$ cat config.mk
export PLATFORM = sky130hd
export DESIGN_NAME = pc_fetch_sequencer
export DESIGN_NICKNAME = d
export VERILOG_FILES = /design/src/rtl/pc_seq_pkg.sv /design/src/rtl/PC_offset_select.sv /design/src/rtl/pc_fetch_sequencer.sv
export SDC_FILE = /design/constraint.sdc
export NUM_CORES = 1
export LEC_CHECK = 0
export BUFFER_PORTS_ARGS = -buffer_cell sky130_fd_sc_hd__buf_2
export CAP_MARGIN = 25
export CORE_UTILIZATION = 52
export DETAILED_ROUTE_END_ITERATION = 8
export PLACE_DENSITY = 0.83
export SETUP_SLACK_MARGIN = 0.15
export SLEW_MARGIN = 15
export SYNTH_ARGS = -nofsm -noshare
export SYNTH_HDL_FRONTEND = slang
export SYNTH_SLANG_ARGS = --single-unit
$ cat constraint.sdc
create_clock -name clk_i -period 5.15 [get_ports clk_i]
set_clock_uncertainty 0.05 [all_clocks]
set_input_delay 0 -clock clk_i [delete_from_list [all_inputs] [get_ports clk_i]]
set_output_delay 0 -clock clk_i [all_outputs]
set_load 0.02 [all_outputs]
$ cat src/rtl/pc_seq_pkg.sv
// rtl/pc_seq_pkg.sv - shared types and defaults for the PC fetch sequencer
//
// Purpose: state encoding, default parameter values and a small helper
// shared by pc_fetch_sequencer and its PC adder.

package pc_seq_pkg;

  // Default datapath/address width in bits.
  localparam int PC_WORD_DEF = 16;
  // Default sequential PC increment in bytes.
  localparam int PC_DEF_OFFS_DEF = 2;
  // Default PC value loaded on reset.
  localparam logic [15:0] PC_RESET_VEC_DEF = 16'h0000;

  typedef enum logic [2:0] {
    IDLE     = 3'd0,
    FETCH    = 3'd1,
    WAIT_ACK = 3'd2,
    ISSUE    = 3'd3,
    FAULT    = 3'd4
  } pc_seq_state_t;

  // Instructions are halfword aligned, so an odd PC can never be fetched.
  function automatic logic pc_misaligned(input logic pc_lsb);
    return pc_lsb;
  endfunction

endpackage

$ cat src/rtl/PC_offset_select.sv
// rtl/PC_offset_select.sv - shared PC adder with offset select
//
// Purpose: the single PC adder. Adds either the fixed sequential increment
// or a signed branch offset to the incoming PC, modulo 2^WORD.
//
// Ports:
//   sel_i     in   1     0: pc_i + DEF_OFFS, 1: pc_i + branch_i
//   branch_i  in   WORD  two's complement byte offset
//   pc_i      in   WORD  PC operand
//   pc_o      out  WORD  sum, wraps silently

module PC_offset_select #(
  parameter int WORD     = 16,
  parameter int DEF_OFFS = 2
) (
  input  logic            sel_i,
  input  logic [WORD-1:0] branch_i,
  input  logic [WORD-1:0] pc_i,
  output logic [WORD-1:0] pc_o
);

  logic [WORD-1:0] offs;

  // Two's complement addition: a negative branch offset needs no special
  // handling, and the carry out of the top bit is dropped on purpose.
  assign offs = sel_i ? branch_i : WORD'(DEF_OFFS);
  assign pc_o = pc_i + offs;

endmodule

$ cat src/rtl/pc_fetch_sequencer.sv
// rtl/pc_fetch_sequencer.sv - program counter owner and instruction fetch sequencer
//
// Purpose: holds the PC of the multi-cycle core, fetches one instruction at a
// time over a request/acknowledge memory port, presents it to the control
// unit and updates the PC (sequential, relative branch or absolute load)
// when the control unit reports completion. An odd PC raises a sticky fault.
//
// Ports:
//   clk_i          in   1     system clock, rising edge
//   rst_i          in   1     asynchronous active-high reset
//   run_i          in   1     fetch permitted while high
//   mem_req_o      out  1     instruction read request
//   mem_addr_o     out  WORD  fetch address (wire from pc_o)
//   mem_ack_i      in   1     memory returns data this cycle
//   mem_data_i     in   WORD  instruction word, valid with mem_ack_i
//   instr_o        out  WORD  latched instruction
//   instr_valid_o  out  1     instr_o valid for the control unit
//   done_i         in   1     current instruction finished (pulse)
//   br_take_i      in   1     with done_i: relative branch
//   br_offs_i      in   WORD  signed branch byte offset
//   ld_i           in   1     with done_i: absolute PC load (beats branch)
//   ld_addr_i      in   WORD  absolute target
//   pc_o           out  WORD  current PC
//   fault_o        out  1     sticky misaligned-PC fault

module pc_fetch_sequencer
  import pc_seq_pkg::*;
#(
  parameter int              WORD      = PC_WORD_DEF,
  parameter int              DEF_OFFS  = PC_DEF_OFFS_DEF,
  parameter logic [WORD-1:0] RESET_VEC = WORD'(PC_RESET_VEC_DEF)
) (
  input  logic            clk_i,
  input  logic            rst_i,
  input  logic            run_i,
  output logic            mem_req_o,
  output logic [WORD-1:0] mem_addr_o,
  input  logic            mem_ack_i,
  input  logic [WORD-1:0] mem_data_i,
  output logic [WORD-1:0] instr_o,
  output logic            instr_valid_o,
  input  logic            done_i,
  input  logic            br_take_i,
  input  logic [WORD-1:0] br_offs_i,
  input  logic            ld_i,
  input  logic [WORD-1:0] ld_addr_i,
  output logic [WORD-1:0] pc_o,
  output logic            fault_o
);

  pc_seq_state_t   state_q, state_d;
  logic [WORD-1:0] pc_q, pc_d;
  logic [WORD-1:0] instr_q, instr_d;
  logic            valid_q, valid_d;
  logic            req_q, req_d;
  logic            fault_q, fault_d;

  logic            adder_sel;
  logic [WORD-1:0] adder_sum;

  // The adder only ever adds the branch offset while an instruction is
  // being issued; in every other state it produces the sequential step.
  assign adder_sel = (state_q == ISSUE);

  PC_offset_select #(
    .WORD     (WORD),
    .DEF_OFFS (DEF_OFFS)
  ) u_pc_adder (
    .sel_i    (adder_sel),
    .branch_i (br_offs_i),
    .pc_i     (pc_q),
    .pc_o     (adder_sum)
  );

  always_comb begin
    state_d = state_q;
    pc_d    = pc_q;
    instr_d = instr_q;

    case (state_q)
      IDLE: begin
        if (run_i) begin
          state_d = FETCH;
        end
      end

      FETCH: begin
        if (pc_misaligned(pc_q[0])) begin
          state_d = FAULT;
        end else begin
          state_d = WAIT_ACK;
        end
      end

      WAIT_ACK: begin
        // run_i is deliberately not looked at here: a request, once made,
        // is always completed.
        if (mem_ack_i) begin
          instr_d = mem_data_i;
          pc_d    = adder_sum;
          state_d = ISSUE;
        end
      end

      ISSUE: begin
        if (done_i) begin
          if (ld_i) begin
            pc_d = ld_addr_i;
          end else if (br_take_i) begin
            // Relative to the PC that was already stepped past this
            // instruction.
            pc_d = adder_sum;
          end
          state_d = run_i ? FETCH : IDLE;
        end
      end

      FAULT: begin
        state_d = FAULT;
      end

      default: begin
        state_d = IDLE;
      end
    endcase

    // Outputs are registered, so they are derived from the next state. The
    // request is suppressed on entry to FETCH when the new PC is odd, which
    // keeps mem_req_o low during the cycle that detects the fault.
    req_d   = ((state_d == FETCH) || (state_d == WAIT_ACK)) &&
              !pc_misaligned(pc_d[0]);
    valid_d = (state_d == ISSUE);
    fault_d = fault_q || (state_d == FAULT);
  end

  always_ff @(posedge clk_i or posedge rst_i) begin
    if (rst_i) begin
      state_q <= IDLE;
      pc_q    <= RESET_VEC;
      instr_q <= '0;
      valid_q <= 1'b0;
      req_q   <= 1'b0;
      fault_q <= 1'b0;
    end else begin
      state_q <= state_d;
      pc_q    <= pc_d;
      instr_q <= instr_d;
      valid_q <= valid_d;
      req_q   <= req_d;
      fault_q <= fault_d;
    end
  end

  assign mem_req_o     = req_q;
  assign mem_addr_o    = pc_q;
  assign instr_o       = instr_q;
  assign instr_valid_o = valid_q;
  assign pc_o          = pc_q;
  assign fault_o       = fault_q;

endmodule

### Word level (Yosys, flattened, before mapping)

Index checks and enable logic that the tools add are counted.
W data, S select, Z words.

* flip-flop bits (word level): 38
* bits in latches: 0
* memory bits (writable): 0
* bits in read-only memories: 0
* input bits: 55
* memories: 0

* add/subtract/negate cells: 1
* $mul: 0
* divide/modulo/power cells: 0
* magnitude comparators: 0
* equal/unequal tests: 11
* shifts and indexed selects: 0
* multiplexer cells: 12
* bitwise logic cells: 0
* reductions and logical operators: 8

Operators with widths (count)
* $mux W16: 5
* $pmux W16 S2: 1
* $add A16 B16 Y16: 1
* $pmux W3 S5: 1
* $eq A3 B2 Y1 const B: 4
* $mux W3: 4
* $eq A3 B1 Y1 const B: 2
* $eq A3 B3 Y1 const B: 2
* $ne A2 B2 Y1 const B: 2
* $reduce_and A4 Y1: 1
* $logic_not A3 Y1: 1
* $ne A3 B3 Y1 const B: 1
* $logic_or A1 B1 Y1: 2
* $reduce_and A2 Y1: 1
* $reduce_bool A2 Y1: 1
* $logic_and A1 B1 Y1: 1
* $logic_not A1 Y1: 1
* $mux W1: 1

### Longest topological paths before layout

Gate-level depths: netlist of the first run.

* depth after elaboration: 9
* gate-level depth with buffers: 12

### Modules after synthesis

From an unflattened synthesis of the first run, not the netlist that was laid out.

* cell total of the unflattened synthesis: 257
* area total of the unflattened synthesis: 2597.5 um^2

By module, submodules not included
* pc_fetch_sequencer: times used 1, cells each 145, area each 1764.2 um^2
* PC_offset_select: times used 1, cells each 112, area each 833.3 um^2

### Worst setup path after synthesis of the first run

Ideal clock, no wire load.

* kind: register to register
* start: register state_q[2]
* end: register pc_q[15] (netlist: mem_addr_o[15])
* setup time: 0.104 ns
* arrival time: 2.586 ns
* data required time: 4.996 ns
* path slack: 2.410 ns
* stages on the path, launching flop included: 12
* buffers on the path: 2
* clock period less this slack: 2.740 ns
* cell sequence: dfrtp_1 > and3b_1 > clkbuf_1 > clkbuf_1 > and2_1 > ha_1 > and3_1 > a211oi_1 > a21oi_1 > o311ai_0 > nand3_1 > o311ai_1

* word-level cells in the longest chain between the ends: 7

RTL lines
* from (decl): line pc_fetch_sequencer.sv:51 `pc_seq_state_t state_q, state_d;`
* from (signal assigned): line pc_fetch_sequencer.sv:145 `state_q <= state_d;`
* $eq A3 B2 Y1: line pc_fetch_sequencer.sv:63, pc_fetch_sequencer.sv:80
* $mux W16: line PC_offset_select.sv:26 `assign offs = sel_i ? branch_i : WORD'(DEF_OFFS);`
* $add A16 B16 Y16: line PC_offset_select.sv:27 `assign pc_o = pc_i + offs;`
* $mux W16: line pc_fetch_sequencer.sv:109 `end else if (br_take_i) begin`
* $mux W16: line pc_fetch_sequencer.sv:107 `if (ld_i) begin`
* $mux W16: line pc_fetch_sequencer.sv:106 `if (done_i) begin`
* $pmux W16 S2: line pc_fetch_sequencer.sv:80 `case (state_q)`
* to (signal assigned): line pc_fetch_sequencer.sv:146 `pc_q <= pc_d;`
* to (decl): line pc_fetch_sequencer.sv:52 `logic [WORD-1:0] pc_q, pc_d;`

Several ways; a longest one is shown, not always the timed one. The select of a mux whose other input is x is not followed.
A chain may end at the register's enable or synchronous reset.

### Final worst setup path of the first run

* start: register state_q[1]
* end: register pc_q[14] (netlist: mem_addr_o[14])

The elaborated chain is that of the path after synthesis.

==> results of run 1 <==
-- through the flow --
stage | setup WS [ns] | hold WS [ns] | instance area (µm²) | cells
after global placement | 2.31 | 0.0851 | 2930 | 384
after CTS | 2.12 | 0.0404 | 3390 | 424
final | 2.13 | 0.0532 | 3390 | 424
after detailed placement | 2.14 | 0.102 | 2930 | 384
after global routing | 1.81 | 0.0608 | 3390 | 424
after floorplan | 2.41 | 0.0781 | 2500 | 251
-- registers in the layout (all words and copies together), names as in the netlist --
| register | flops |
|---|---|
| instr_o | 16 |
| state_q | 3 |
| mem_addr_o | 16 |
| instr_valid_o | 1 |
| mem_req_o | 1 |
| fault_o | 1 |
-- synth_stat cells, types with 2 or more instances --
| master | instances | area (µm²) |
|---|---|---|
| a21o_1 | 4 | 30.0 |
| a21oi_1 | 10 | 50.1 |
| a22oi_1 | 15 | 113 |
| and2_1 | 16 | 100 |
| and3_1 | 4 | 25.0 |
| buf_2 | 2 | 10.0 |
| buf_4 | 16 | 120 |
| buf_6 | 2 | 22.5 |
| clkbuf_1 | 5 | 18.8 |
| dfrtp_1 | 38 | 951 |
| ha_1 | 15 | 188 |
| inv_1 | 7 | 26.3 |
| mux2_2 | 17 | 191 |
| nand2_1 | 13 | 48.8 |
| nand2b_1 | 4 | 25.0 |
| nand3_1 | 2 | 10.0 |
| nor2_1 | 11 | 41.3 |
| nor2b_1 | 2 | 12.5 |
| nor3_1 | 3 | 15.0 |
| o211ai_1 | 2 | 15.0 |
| o21a_1 | 5 | 37.5 |
| o21ai_0 | 9 | 45.0 |
| o21ai_1 | 10 | 50.1 |
| o31a_1 | 2 | 17.5 |
| o31ai_1 | 3 | 22.5 |
| xnor2_1 | 4 | 35.0 |
| xor2_1 | 8 | 70.1 |
-- worst paths after layout --
kind	start	endpoint	slack [ns]	cells after the start
min in group asynchronous	rst_i	instr_o[8]$_DFFE_PP0P_	0.34	4
min	mem_ack_i	state_q[0]$_DFF_PP0_	0.05	3
max reg2reg	state_q[1]$_DFF_PP0_	mem_addr_o[14]$_DFFE_PP0P_	2.13	11
max	state_q[1]$_DFF_PP0_	mem_addr_o[14]$_DFFE_PP0P_	2.13	11
max in group asynchronous	rst_i	mem_addr_o[9]$_DFFE_PP0P_	4.38	4
min reg2reg	fault_o$_DFF_PP0_	fault_o$_DFF_PP0_	0.43	1
-- power groups by stage --
stage	logic [mW]	registers, mW	clock network (mW)
2_1_floorplan	0.753	0.707	0
3_3_place_gp	1.13	0.548	0
5_1_grt	1.29	0.578	0.333
4_1_cts	1.18	0.555	0.319
3_5_place_dp	1.15	0.560	0
6_report	1.19	0.560	0.316
-- cell type report --
type                       instances  area, µm²  area share, %
multi-input combinational        181       1360           40.0
timing repair buffer             138        853           25.1
sequential                        38        951           28.0
inverter                           7       26.3          0.774
clock inverter                     2       60.1           1.77
tap                               52       65.1           1.92
clock buffer                       6       82.6           2.43
-- routing by layer --
| metal | global-route usage, % | wire length, µm |
|---|---|---|
| met1 | 32.5 | 2760 |
| met5 | 0 | 0 |
| met2 | 44.9 | 3150 |
| met4 | 14.9 | 265 |
| met3 | 7.45 | 405 |
-- critical path, stage by stage, from the launching register on --
cell and delay [ns]:
dfrtp_1 0.47, and3b_1 0.52, and2_1 0.20, ha_1 0.16, inv_1 0.06, fa_1 0.41
nor2b_1 0.24, o31a_1 0.20, o2111ai_2 0.12, a21oi_1 0.20, nor4_1 0.08, o31ai_1 0.22
-- cell families (layout without fill, tap and decap cells) --
| group | count (synthesis) | in the layout |
|---|---|---|
| and+or+nand+nor | 64 | 64 |
| muxes | 17 | 17 |
| xor gates and xnor gates | 12 | 12 |
| AOI/OAI and AO/OA | 72 | 72 |
| adders and majority gates | 16 | 16 |
| buffers and inverters | 32 | 153 |
| DFF | 38 | 38 |
==> results.sh, run 1 <==
export IMPL_status="complete, but fails checks"
export IMPL_violations="DRC"
export IMPL_antenna_found_initial=0
export IMPL_overflow=0
export IMPL_p_int_mw=1.13
export IMPL_rows=24
export IMPL_slew_headroom_pct=38.4
export IMPL_post_cts_setup_buffers=0
export IMPL_hpwl_um=4500
export IMPL_p_per_area_mw_per_mm2=608
export IMPL_io_buffers=105
export IMPL_wl_per_cell_um=15.5
export IMPL_synth_top_family_by_area="compound AO/OA/AOI/OAI gates"
export IMPL_comb_power_share_pct=57.6
export IMPL_ios=106
export IMPL_gp_congestion=0.924
export IMPL_synth_cell_types=49
export IMPL_grt_pass1_wl_um=10600
export IMPL_path_clk_slew_ns=0.08
export IMPL_synthArstFlopShare_pct=100
export IMPL_cts_tree="yes"
export IMPL_ctsHoldBuffers=32
export IMPL_worst_ep_required_time_ns=5.31
export IMPL_synth_compound_area_share_pct=19.8
export IMPL_drive_gt1_share_pct=37.4
export IMPL_crit_type="register to register"
export IMPL_critPathLaunchType="register"
export IMPL_grt_max_degree=39
export IMPL_finalPower_mw=2.06
export IMPL_critPathCaptureType="register"
export IMPL_die_area_mm2=0.00510
export IMPL_min_period_over_period_pct=58.7
export IMPL_synth_fa_ha_area_share_pct=8.29
export IMPL_utilization_pct=75.4
export IMPL_htree_levels=2
export IMPL_worstSkewPairLatency_ns=0.30
export IMPL_track_usage_pct=27.3
export IMPL_synthSimpleGateAreaFrac_pct=14.2
export IMPL_worstPathMaxFanout=17
export IMPL_die_w_um=71.4
export IMPL_mostFrequentLayoutCells="buf_2, dfrtp_1, dlygate4sd3_1"
export IMPL_max_cap_viol_count=0
export IMPL_syn2layout_area_growth_pct=35.5
export IMPL_synth_xor_area_share_pct=4.20
export IMPL_p_clk_share_pct=15.3
export IMPL_muxShareOfSynthArea_pct=7.64
export IMPL_avgSynthCellArea_um2=9.98
export IMPL_synth_ff_latch_count=38
export IMPL_fill_cells=313
export IMPL_arrival_ns=3.18
export IMPL_route_detailed_drc=8
export IMPL_root_buffer="clkbuf_8"
export IMPL_viasPerCell=5.62
export IMPL_power_switching_share_pct=45.1
export IMPL_grt_pass1_vias=2332
export IMPL_initial_core_util_pct=55.6
export IMPL_final_nets=442
export IMPL_synth_main_ff_cell="dfrtp_1"
export IMPL_cts_sinks=38
export IMPL_synth_edf_count=0
export IMPL_cts_buffer_depth=2
export IMPL_drtPass1Iterations=6
export IMPL_rsz0062_at_grt="no"
export IMPL_synthCells=251
export IMPL_p_switching_mw=0.930
export IMPL_coreArea_mm2=0.00450
export IMPL_max_freq_mhz=331
export IMPL_yosys_warnings=0
export IMPL_synth_nets=322
export IMPL_synth_area_mm2=0.00250
export IMPL_cts_buffers=5
export IMPL_cts_resized_gates=0
export IMPL_num_vias=2382
export IMPL_p_seq_share_pct=27.1
export IMPL_finalHoldViolCount=0
export IMPL_fin_tns_setup_ns=0
export IMPL_min_period_ns=3.02
export IMPL_drtIter0Drc=145
export IMPL_seq_area_frac_synth_pct=38.0
export IMPL_fp_dieH_um=71.4
export IMPL_vdd_ir_drop_worst_mv=0.335
export IMPL_finalMaxSlewViolations=0
export IMPL_layout_commonest_cell="buf_2"
export IMPL_final_setup_viol_count=0
export IMPL_drt_wl_total_um=6580
export IMPL_ant_nets=0
export IMPL_worst_pin_slew_ns=0.922
export IMPL_n_antenna_cell=0
export IMPL_hold_class="primary input to register"
export IMPL_p_leak_nw=1.73
Power figures use the tool's default switching activity.
==> run 2: changes to the inputs <==
- CORE_UTILIZATION: 52 -> 48
- PLACE_DENSITY: 0.83 -> 0.77
- clock period: 5.15 -> 3.05 ns (I/O delays scaled with it)
==> run 2 against run 1 <==
- the flow now finishes without violations
- critical path depth did not move
- sequential share of layout area up 0.068 points
- combinational power up 70%
- worst hold slack got worse by 0.025 ns
- wire length increased by 2.3%
- cell count up 4.2%
- non-clock buffer count is 3 higher
- flip-flop and latch count unchanged
- register-to-register slack got worse by 1.8 ns
==> results.sh, run 2 (synthesized netlist as in run 1, its figures left out) <==
export IMPL_antenna_found_initial=0
export IMPL_r2r_slack_ns=0.30
export IMPL_critPathCaptureType="register"
export IMPL_n_antenna_cell=0
export IMPL_worstHoldPathCells=3
export IMPL_cts_buffers=5
export IMPL_fin_tns_setup_ns=0
export IMPL_track_usage_pct=25.6
export IMPL_viasPerCell=5.27
export IMPL_gp_congestion=0.860
export IMPL_rows=25
export IMPL_max_cap_viol_count=0
export IMPL_fp_dieH_um=74.2
export IMPL_overflow=0
export IMPL_min_to="mem_addr_o[0]$_DFF_PP0_"
export IMPL_p_seq_share_pct=28.4
export IMPL_min_period_over_period_pct=90.1
export IMPL_finalMaxSlewViolations=0
export IMPL_cts_buffer_depth=2
export IMPL_p_leak_nw=1.72
export IMPL_min_from="ld_addr_i[0]"
export IMPL_min_period_ns=2.75
export IMPL_p_clk_share_pct=11.0
export IMPL_grt_pass1_wl_um=10500
export IMPL_root_buffer="clkbuf_8"
export IMPL_drtIter0Drc=142
export IMPL_cts_sinks=38
export IMPL_vdd_ir_drop_worst_mv=0.498
export IMPL_die_area_mm2=0.00551
export IMPL_grt_max_degree=22
export IMPL_die_w_um=74.2
export IMPL_drt_wl_total_um=6730
export IMPL_final_nets=445
export IMPL_worst_pin_slew_ns=0.724
export IMPL_num_vias=2328
export IMPL_worst_ep_required_time_ns=3.21
export IMPL_route_detailed_drc=0
export IMPL_layout_commonest_cell="buf_2"
export IMPL_p_int_mw=1.76
export IMPL_syn2layout_area_growth_pct=35.4
export IMPL_drtPass1Iterations=4
export IMPL_drive_gt1_share_pct=38.4
export IMPL_max_freq_mhz=364
export IMPL_wl_per_cell_um=15.2
export IMPL_worstPathMaxFanout=8
export IMPL_ios=106
export IMPL_finalPower_mw=3.33
export IMPL_htree_levels=2
export IMPL_mostFrequentLayoutCells="buf_2, dfrtp_1, dlygate4sd3_1"
export IMPL_p_switching_mw=1.57
export IMPL_rsz0062_at_grt="no"
export IMPL_slew_headroom_pct=51.7
export IMPL_crit_type="register to register"
export IMPL_final_setup_viol_count=0
export IMPL_comb_power_share_pct=60.6
export IMPL_cts_tree="yes"
export IMPL_arrival_ns=2.91
export IMPL_r2r_end="mem_addr_o[14]$_DFFE_PP0P_"
export IMPL_worstSkewPairLatency_ns=0.29
export IMPL_io_buffers=105
export IMPL_grt_pass1_vias=2306
export IMPL_coreArea_mm2=0.00488
export IMPL_finalHoldViolCount=0
export IMPL_hpwl_um=4560
export IMPL_status="completed"
export IMPL_worstRegToRegCells=11
export IMPL_hold_class="primary input to register"
export IMPL_path_clk_slew_ns=0.08
export IMPL_p_per_area_mw_per_mm2=983
export IMPL_power_switching_share_pct=47.1
export IMPL_ant_nets=0
export IMPL_timing_rr_start="state_q[2]$_DFF_PP0_"
export IMPL_critPathLaunchType="register"
export IMPL_initial_core_util_pct=51.3
-- run 2: cell count changes in the layout (fill, tap and decap cells not counted) --
cell / previous run / this run
dfrtp_2: 0 / 1
and3b_2: 0 / 1
and3b_1: 1 / 0
o311ai_0: 1 / 0
buf_4: 1 / 4
clkinv_2: 0 / 1
clkinvlp_4: 0 / 1
dfrtp_1: 38 / 37
o311ai_1: 1 / 2
bufinv_16: 2 / 0
-- run 2: area by class of cell --
type                       count  area (µm²)
clock buffer                   6        82.6
clock inverter                 2        12.5
fill                         391        1490
inverter                       7        26.3
multi-input combinational    181        1360
sequential                    38         952
tap                           67        83.8
timing repair buffer         141         876
-- run 2: metal layers --
| layer | global-route usage, % | routed length [µm] | up-vias |
|---|---|---|---|
| li1 | - | - | 1137 |
| met1 | 31.1 | 2910 | 1106 |
| met2 | 45.5 | 3420 | 79 |
| met3 | 5.01 | 327 | 6 |
| met4 | 8.60 | 74 | 0 |
| met5 | 0 | 0 | - |
-- run 2: worst max path at each step --
stage	from	endpoint	slack (ns)	depth (start not counted)
after floorplan	state_q[2]$_DFF_PP0_	mem_addr_o[15]$_DFFE_PP0P_	0.31	11
after global placement	state_q[1]$_DFF_PP0_	mem_addr_o[15]$_DFFE_PP0P_	0.38	9
after detailed placement	state_q[1]$_DFF_PP0_	mem_addr_o[15]$_DFFE_PP0P_	0.20	9
after CTS	state_q[1]$_DFF_PP0_	mem_addr_o[15]$_DFFE_PP0P_	0.18	9
after global routing	state_q[2]$_DFF_PP0_	mem_addr_o[14]$_DFFE_PP0P_	0.18	11
final	state_q[2]$_DFF_PP0_	mem_addr_o[14]$_DFFE_PP0P_	0.30	11
-- run 2: critical path, cell delays in order (launching register included) --
cell and delay, ns:
dfrtp_1 0.43, and3b_2 0.33, and2_1 0.15, ha_1 0.16, inv_1 0.06, fa_1 0.39
nor2b_1 0.21, o31a_1 0.21, o2111ai_2 0.13, a21oi_1 0.22, nor4_1 0.08, o31ai_1 0.23
-- run 2: metrics by stage --
| step | hold WS (ns) | area (µm²) | utilization [%] | setup WS (ns) | instances |
|---|---|---|---|---|---|
| 2_1_floorplan | 0.0781 | 2500 | - | 0.310 | 251 |
| 3_3_place_gp | 0.0988 | 2970 | 60.9 | 0.385 | 402 |
| 3_5_place_dp | 0.100 | 2970 | 60.9 | 0.198 | 402 |
| 4_1_cts | 0.0191 | 3390 | 69.4 | 0.183 | 442 |
| 5_1_grt | 0.0583 | 3390 | 69.5 | 0.182 | 442 |
| 6_report | 0.0283 | 3390 | 69.5 | 0.302 | 442 |
-- run 2: power by group through the flow --
stage | Clock (mW) | Sequential [mW] | Combinational [mW]
5_1_grt | 0.396 | 0.985 | 2.19
3_3_place_gp | 0 | 0.931 | 1.93
6_report | 0.367 | 0.947 | 2.02
3_5_place_dp | 0 | 0.947 | 1.97
2_1_floorplan | 0 | 1.19 | 1.27
4_1_cts | 0.380 | 0.937 | 2.01
-- run 2: repair_timing --
item	in CTS	in global routing
endpoints found under the setup margin	0	3
resized for setup	0	3
hold endpoints to repair	48	0
hold buffers	32	0
buffers inserted	0	0
==> run 3: changes to the inputs <==
==> constraint.sdc (replaced) <==
create_clock -name clk_i -period 3.05 [get_ports clk_i]
set_clock_uncertainty 0.05 [all_clocks]
set_input_delay 0.915 -clock clk_i [delete_from_list [all_inputs] [get_ports clk_i]]
set_output_delay 0.915 -clock clk_i [all_outputs]
set_load 0.02 [all_outputs]
==> run 3 against run 2 <==
- first-iteration DRC count fell by 46%
- combinational power fell by 2%
- die area did not move
- largest cell class unchanged
- sequential share of layout area rose by 2.7 points
- critical endpoint is now mem_addr_o[13]$_DFFE_PP0P_
- fmax rose by 1.4%
- critical path depth fell by 2
==> results.sh, run 3 (synthesized netlist as in run 1, its figures left out) <==
export IMPL_critPathCaptureType="register"
export IMPL_slew_headroom_pct=55.0
export IMPL_num_vias=2166
export IMPL_finalHoldViolCount=0
export IMPL_worst_pin_slew_ns=0.674
export IMPL_cts_sinks=38
export IMPL_hold_class="register to register"
export IMPL_final_nets=415
export IMPL_root_buffer="clkbuf_8"
export IMPL_track_usage_pct=22.4
export IMPL_n_antenna_cell=0
export IMPL_antenna_found_initial=0
export IMPL_grt_max_degree=39
export IMPL_rsz0062_at_grt="no"
export IMPL_grt_pass1_wl_um=9420
export IMPL_vdd_ir_drop_worst_mv=0.492
export IMPL_io_buffers=105
export IMPL_worstSkewPairLatency_ns=0.29
export IMPL_min_period_over_period_pct=88.9
export IMPL_crit_type="register to register"
export IMPL_post_cts_setup_buffers=0
export IMPL_route_detailed_drc=0
export IMPL_cts_buffers=5
export IMPL_path_clk_slew_ns=0.09
export IMPL_gp_congestion=0.830
export IMPL_layout_commonest_cell="buf_2"
export IMPL_max_cap_viol_count=0
export IMPL_initial_core_util_pct=51.3
export IMPL_max_freq_mhz=369
export IMPL_finalPower_mw=3.28
export IMPL_syn2layout_area_growth_pct=23.4
export IMPL_coreArea_mm2=0.00488
export IMPL_min_period_ns=2.71
export IMPL_rows=25
export IMPL_worst_slack_ns=0.339
export IMPL_htree_levels=2
export IMPL_hpwl_um=4400
export IMPL_overflow=0
export IMPL_drt_wl_total_um=5820
export IMPL_p_leak_nw=1.60
export IMPL_drtIter0Drc=76
export IMPL_fp_dieH_um=74.2
export IMPL_wl_per_cell_um=14.1
export IMPL_critPathLaunchType="register"
export IMPL_die_w_um=74.2
export IMPL_finalMaxSlewViolations=0
export IMPL_p_per_area_mw_per_mm2=1060
export IMPL_cts_buffer_depth=2
export IMPL_die_area_mm2=0.00551
export IMPL_worst_ep_required_time_ns=3.17
export IMPL_dpl_worst_slack_ns=0.0759
export IMPL_mostFrequentLayoutCells="buf_2, dfrtp_1, mux2_2"
export IMPL_fill_cells=444
export IMPL_final_setup_viol_count=0
export IMPL_ctsHoldBuffers=0
export IMPL_cts_tree="yes"
export IMPL_status="completed"
export IMPL_grt_pass1_vias=2090
export IMPL_utilization_pct=63.4
export IMPL_hold_slack_ns=0.426
export IMPL_ios=106
export IMPL_fin_tns_setup_ns=0
export IMPL_worstPathMaxFanout=8
export IMPL_worstRegToRegCells=9
export IMPL_drtPass1Iterations=4
export IMPL_arrival_ns=2.83
export IMPL_viasPerCell=5.26
export IMPL_worstHoldPathCells=1
export IMPL_ant_nets=0
export IMPL_drive_gt1_share_pct=42.9
[run 3: critical path, stage by stage (launching register included)]
cell,delay [ns]
dfrtp_2,0.46
and3b_2,0.29
and2_1,0.18
ha_1,0.33
and3_1,0.21
a211o_1,0.32
o21ai_0,0.27
a32o_1,0.23
xor2_1,0.16
o21ai_1,0.08
[run 3: stage by stage]
stage	cell area, µm²	instances
floorplan	2500	251
finish	3090	412
CTS	3080	412
global route	3090	412
global placement	2990	404
detailed placement	2990	404
[run 3: timing repair]
action | in CTS | in global routing
resized for setup | 0 | 5
endpoints found under the setup margin | 0 | 4
hold endpoints to repair | 0 | 0
[run 3: final timing paths]
check,slack (ns),end,startpoint
setup / recovery,0.34,mem_addr_o[13]$_DFFE_PP0P_,state_q[1]$_DFF_PP0_
hold / removal,0.43,fault_o$_DFF_PP0_,fault_o$_DFF_PP0_
setup reg to reg,0.34,mem_addr_o[13]$_DFFE_PP0P_,state_q[1]$_DFF_PP0_
hold reg to reg,0.43,fault_o$_DFF_PP0_,fault_o$_DFF_PP0_
max in group asynchronous,1.92,state_q[1]$_DFF_PP0_,rst_i
min in group asynchronous,0.67,instr_o[8]$_DFFE_PP0P_,rst_i
[run 3: metal layers]
metal	share of wire [%]	global-route usage, %	vias to the layer above
met5	0	0	-
met4	1.3	6.71	0
met3	5.6	4.47	6
met2	47	38.2	74
met1	46	28.9	1011
li1	-	-	1075
[run 3: layout make-up]
| type | instances | area (µm²) | share of cell area [%] |
|---|---|---|---|
| flip-flops and latches | 38 | 952 | 30.8 |
| multi-input cells | 181 | 1360 | 44.1 |
| repair buffers | 111 | 571 | 18.5 |
| clock inverters | 2 | 12.5 | 0.405 |
| inverters | 7 | 26.3 | 0.850 |
| clock buffers | 6 | 82.6 | 2.67 |
| well taps | 67 | 83.8 | 2.71 |
[run 3: report_power, final]
group	switching (mW)	internal (mW)
logic	1.16	0.817
registers	0.180	0.748
clock network	0.187	0.182
